===== src/rtl/time_set_controller.sv =====
// time_set_controller
//   Wall-clock timekeeping and time-setting sequencer. Holds hours, minutes
//   and seconds, advances them on the 1 Hz tick while running, and walks a
//   button-driven state machine (RUN -> SET_HOUR -> SET_MIN -> RUN) so the
//   user can set the time.
//
//   Optional build macro: AUTO_REPEAT_EN. When it is defined, holding btnInc
//   in a SET state auto-repeats the increment after REPEAT_HOLD cycles, then
//   repeats every REPEAT_PERIOD cycles. REPEAT_PERIOD is assumed to be no
//   larger than REPEAT_HOLD.
//
// Ports
//   clk      in   system clock, rising edge
//   nReset   in   asynchronous active-low reset
//   tick     in   one-clk pulse at 1 Hz
//   btnMode  in   debounced mode button (level)
//   btnInc   in   debounced increment button (level)
//   hours    out  current hour   0..HOUR_MAX
//   minutes  out  current minute 0..MIN_MAX
//   seconds  out  current second 0..SEC_MAX
//   state    out  0 RUN, 1 SET_HOUR, 2 SET_MIN
//   blink    out  field-blink strobe, 0 in RUN
module time_set_controller #(
  parameter logic [4:0]  HOUR_MAX      = 5'd23,
  parameter logic [5:0]  MIN_MAX       = 6'd59,
  parameter logic [5:0]  SEC_MAX       = 6'd59,
  parameter logic [15:0] REPEAT_HOLD   = 16'd50000,
  parameter logic [15:0] REPEAT_PERIOD = 16'd10000
) (
  input  logic       clk,
  input  logic       nReset,
  input  logic       tick,
  input  logic       btnMode,
  input  logic       btnInc,
  output logic [4:0] hours,
  output logic [5:0] minutes,
  output logic [5:0] seconds,
  output logic [1:0] state,
  output logic       blink
);

  typedef enum logic [1:0] {
    RUN      = 2'd0,
    SET_HOUR = 2'd1,
    SET_MIN  = 2'd2,
    ILLEGAL  = 2'd3
  } state_t;

  // Wrapping increments: any value at or beyond the limit returns to 0, so
  // an out-of-range register heals itself on its next advance.
  function automatic logic [5:0] incWrap6(input logic [5:0] v, input logic [5:0] maxV);
    return (v >= maxV) ? 6'd0 : v + 6'd1;
  endfunction

  function automatic logic [4:0] incWrap5(input logic [4:0] v, input logic [4:0] maxV);
    return (v >= maxV) ? 5'd0 : v + 5'd1;
  endfunction

  state_t     stateQ, stateD;
  logic [4:0] hoursQ, hoursD;
  logic [5:0] minutesQ, minutesD;
  logic [5:0] secondsQ, secondsD;
  logic       blinkQ, blinkD;
  logic       modePrev, incPrev;
  logic       modeEdge, incEdge, incStep;

  assign modeEdge = btnMode & ~modePrev;
  assign incEdge  = btnInc & ~incPrev;

`ifdef AUTO_REPEAT_EN
  logic [15:0] holdCnt;
  logic        inSet;
  logic        repeatFire;

  assign inSet      = (stateQ == SET_HOUR) || (stateQ == SET_MIN);
  assign repeatFire = inSet && btnInc && (holdCnt == REPEAT_HOLD);
  assign incStep    = incEdge | repeatFire;

  // holdCnt counts held cycles; after a repeat it is rewound so that the
  // next match lands exactly REPEAT_PERIOD cycles later.
  always_ff @(posedge clk or negedge nReset) begin
    if (!nReset) begin
      holdCnt <= '0;
    end else if (!btnInc || !inSet || (stateD != stateQ)) begin
      holdCnt <= '0;
    end else if (repeatFire) begin
      holdCnt <= REPEAT_HOLD - REPEAT_PERIOD + 16'd1;
    end else if (holdCnt != 16'hFFFF) begin
      holdCnt <= holdCnt + 16'd1;
    end
  end
`else
  logic unusedRepeatCfg;
  assign unusedRepeatCfg = ^{REPEAT_HOLD, REPEAT_PERIOD};
  assign incStep         = incEdge;
`endif

  always_ff @(posedge clk or negedge nReset) begin
    if (!nReset) begin
      stateQ   <= RUN;
      hoursQ   <= '0;
      minutesQ <= '0;
      secondsQ <= '0;
      blinkQ   <= 1'b0;
      // History starts high so a button held through reset gives no edge.
      modePrev <= 1'b1;
      incPrev  <= 1'b1;
    end else begin
      stateQ   <= stateD;
      hoursQ   <= hoursD;
      minutesQ <= minutesD;
      secondsQ <= secondsD;
      blinkQ   <= blinkD;
      modePrev <= btnMode;
      incPrev  <= btnInc;
    end
  end

  always_comb begin
    stateD   = stateQ;
    hoursD   = hoursQ;
    minutesD = minutesQ;
    secondsD = secondsQ;
    blinkD   = blinkQ;
    unique case (stateQ)
      RUN: begin
        blinkD = 1'b0;
        // Mode takes priority: a coincident tick is dropped.
        if (modeEdge) begin
          stateD   = SET_HOUR;
          secondsD = '0;
          blinkD   = 1'b1;
        end else if (tick) begin
          secondsD = incWrap6(secondsQ, SEC_MAX);
          if (secondsQ >= SEC_MAX) begin
            minutesD = incWrap6(minutesQ, MIN_MAX);
            if (minutesQ >= MIN_MAX) begin
              hoursD = incWrap5(hoursQ, HOUR_MAX);
            end
          end
        end
      end
      SET_HOUR: begin
        if (modeEdge) begin
          stateD = SET_MIN;
        end else if (incStep) begin
          hoursD = incWrap5(hoursQ, HOUR_MAX);
        end
        if (tick) begin
          blinkD = ~blinkQ;
        end
      end
      SET_MIN: begin
        if (modeEdge) begin
          stateD   = RUN;
          secondsD = '0;
          blinkD   = 1'b0;
        end else begin
          if (incStep) begin
            minutesD = incWrap6(minutesQ, MIN_MAX);
          end
          if (tick) begin
            blinkD = ~blinkQ;
          end
        end
      end
      default: begin
        // Illegal encoding: return to RUN, keep the time.
        stateD = RUN;
        blinkD = 1'b0;
      end
    endcase
  end

  assign hours   = hoursQ;
  assign minutes = minutesQ;
  assign seconds = secondsQ;
  assign state   = stateQ;
  assign blink   = blinkQ;

endmodule

===== config.mk =====
export PLATFORM = sky130hd
export DESIGN_NAME = time_set_controller
export DESIGN_NICKNAME = d
export VERILOG_FILES = /design/src/rtl/time_set_controller.sv
export SDC_FILE = /design/constraint.sdc
export NUM_CORES = 1
export LEC_CHECK = 0
export CAP_MARGIN = 30
export CORE_MARGIN = 2
export CORE_UTILIZATION = 35
export DETAILED_ROUTE_END_ITERATION = 7
export GPL_ROUTABILITY_DRIVEN = 1
export PLACE_DENSITY_LB_ADDON = 0.08
export SYNTH_ARGS = -nofsm -noshare
export SYNTH_HDL_FRONTEND = slang
export SYNTH_SLANG_ARGS = --single-unit

===== constraint.sdc =====
create_clock -name clk -period 1.7 [get_ports clk]
set_input_delay 0.34 -clock clk [delete_from_list [all_inputs] [get_ports clk]]
set_output_delay 0.34 -clock clk [all_outputs]
set_load 0.02 [all_outputs]

==> qor.yml <==
status:
  status: "finished clean"
worst_setup_path:
  path_class: "reg2reg"
  startpoint_type: "flip-flop"
  r2r_start: "minutes[1]"
  required_ps: 1900
  cp_max_fo: 5
  r2r_cells: 5
  worstReg2RegEnd: "hours[0]"
  critPathCaptureType: "flip-flop"
  reg2reg_setup_slack_ps: 50
  crit_arrival_ps: 1850
sta:
  rsz0062_at_grt: "true"
  setup_tns_ps: 0
  fin_crit_ps: 1650
  tightestPinTransition_ps: 387
  finalSetupViolations: 0
  fmax_ghz: 0.606
  setup_slack_ps: 48.7
  period_share_pct: 97.1
  finalHoldViolCount: 0
  worst_clock_skew_ps: 6.82
  slew_violations: 0
  slew_headroom_pct: 74.2
synth:
  synth_compound_area_share_pct: 22.5
  syn_area_um2: 1190
  ys_ff_latch: 22
  synth_top_area_share_pct: 42.1
  synthTopCellsByArea: "dfrtp_1, dfstp_2, ha_1, nor2_1, o31ai_1"
  synth_top_family_by_area: "compound AO/OA/AOI/OAI gates"
  yosys_warnings: 0
  synth_cell_types: 41
  synth-xor-area-share_pct: 2.21
  avgSynthCellArea_um2: 10.2
  synth_edf_count: 0
  async_reset_ff_share_pct: 100
  syn_inst: 117
  syn_nets: 125
  synthAdderAreaFrac_pct: 4.00
  synthSimpleGateAreaFrac_pct: 19.3
  synthMuxAreaShare_pct: 3.89
  netlist.top_cell.by_area: "dfrtp_1"
  synth_ff_type: "dfrtp_1"
  yosysSeqAreaShare_pct: 46.5
route:
  first_iter_violations: 46
  vias_per_cell: 5.02
  avgRoutedWirePerCell_um: 13.1
  firstDrtPassIters: 4
  remaining_drc_errors: 0
  vias: 1104
  wl_um: 2890
  ant_nets: 0
power_and_ir_drop:
  p_clk_share_pct: 10.7
  p_sw_share_pct: 41.5
  ir_drop_uv: 712
  intPower_mw: 1.56
  p_leak_nw: 0.862
  p_comb_share_pct: 56.4
  p_sw_mw: 1.11
  power.density_nw_per_um2: 1450
  seqPwrFrac_pct: 32.9
clock_tree:
  hold_buffers: 0
  clock_sinks: 22
  cts-buffers-inserted: 3
  root_buffer: "clkbuf_4"
  htreeDepth: 1
  clk_latency_ps: 300
  clockBufferDepth: 2
  clkTransAtPathRegs_ps: 120
  cts_tree: "built"
floorplan:
  dieArea_um2: 3880
  pin_count: 25
  coreArea_um2: 3310
  fp.dieH_um: 62.3
  num_rows: 21
  die_w_um: 62.3
  initial_core_util_pct: 35.9
global_routing:
  grt_pass1_vias: 1091
  grt_pass1_wl_um: 4930
  grt_max_degree: 23
  overflow: 0
  grt_antenna_before_repair: 0
  grt_usage_pct: 15.7
layout:
  antenna_cells: 0
  layout-drive-gt1-share_pct: 33.3
  finalNetCount: 183
  area_growth_pct: 54.2
  fillCellCount: 312
  finalInstanceArea_um2: 1830
  layoutNonFillerInstCount: 220
place:
  gp_congestion: 0.818
  dp_slack_ps: -273
  place.detailed.hpwl_um: 2110
  dpl_cell_area_um2: 1740
  placed_cells_incl_taps: 215
  io_buffers: 24
flow_run:
  cap_violations: 0
hold_path:
  hp-class: "in2async"
-- synth_stat cells, types with 2 or more instances --
| cell type | number |
|---|---|
| nand2b_1 | 2 |
| o31a_1 | 2 |
| nand3_1 | 5 |
| inv_1 | 3 |
| nor2_1 | 10 |
| xnor2_1 | 3 |
| nor2b_1 | 2 |
| ha_1 | 3 |
| o31ai_1 | 5 |
| o21ai_0 | 7 |
| nand2_1 | 9 |
| o2bb2ai_1 | 2 |
| mux2i_1 | 2 |
| a21o_1 | 3 |
| dfrtp_1 | 20 |
| dfstp_2 | 2 |
| a21oi_1 | 4 |
| nand3b_1 | 3 |
| and3_1 | 4 |
| a31oi_1 | 5 |
-- cell families after synthesis --
| group | after synthesis |
|---|---|
| compound gates | 36 |
| fa+ha+maj | 4 |
| mux | 4 |
| xor+xnor | 3 |
| simple gates | 43 |
| buf+inv | 5 |
| flops | 22 |
-- critical path, stage by stage (launching register included) --
cell	delay, ps
dfrtp_2	410
ha_4	160
o2111ai_4	110
o31a_1	320
or2_4	270
mux2_4	300
-- how the worst max path moves through the flow --
stage | startpoint | endpoint | slack (ps) | cells after the start
after floorplan | minutes[0] | hours[0] | -90 | 5
after global placement | btnMode | hours[0] | -260 | 5
after detailed placement | btnMode | hours[0] | -270 | 5
after CTS | seconds[2] | seconds[2] | 20 | 1
after global routing | minutes[0] | hours[0] | -20 | 5
final | minutes[1] | hours[0] | 50 | 5
-- metal layers --
| layer | track usage, % | wire length, µm |
|---|---|---|
| met1 | 19.4 | 1340 |
| met2 | 27.6 | 1460 |
| met3 | 2.72 | 75 |
| met4 | 5.56 | 20 |
| met5 | 0 | 0 |
-- state kept, by name, indices dropped and copies added (netlist names) --
name      flops
state         2
incPrev       1
hours         5
seconds       6
modePrev      1
blink         1
minutes       6
-- layout by cell type (no fill, tap or decap), drive strengths merged, types with 2 or more instances in the layout --
master,instances
a21o,3
a21oi,4
a31oi,5
and3,4
buf,31
clkbuf,4
clkdlybuf4s50,6
dfrtp,20
dfstp,2
dlygate4sd2,15
dlymetal6s2s,3
ha,3
inv,3
mux2,2
mux2i,2
nand2,9
nand2b,2
nand3,5
nand3b,3
nor2,10
nor2b,2
o2111ai,2
o21ai,8
o2bb2ai,2
o31a,2
o31ai,5
xnor2,3
-- layout make-up --
class                           instances  area, µm²  share of cell area [%]
Clock buffer                            4       36.3                    1.98
Multi-Input combinational cell         90        707                    38.6
Timing Repair Buffer                   55        462                    25.2
Sequential cell                        22        559                    30.5
Tap cell                               46       57.6                    3.14
Inverter                                3       11.3                   0.614
-- through the flow --
step | hold WS [ps] | utilization (%) | total power, mW
after floorplan | 44.4 | - | 1.65
after global placement | 517 | 52.5 | 2.36
after detailed placement | 531 | 52.5 | 2.38
after CTS | 382 | 53.6 | 2.62
after global routing | 384 | 55.4 | 2.88
final | 378 | 55.4 | 2.66
-- power by group through the flow --
stage | sequential, mW | clock (mW) | combinational, mW
after global routing | 0.903 | 0.330 | 1.65
after floorplan | 1.07 | 0 | 0.575
after CTS | 0.871 | 0.300 | 1.45
after global placement | 0.864 | 0 | 1.50
final | 0.877 | 0.285 | 1.50
after detailed placement | 0.868 | 0 | 1.52
-- what timing repair did --
action                     CTS  global route
pin swaps                    0             1
setup endpoints to repair   24             9
resized for setup           18            12
setup buffers                0             1
(Power assumes the default switching activity.)
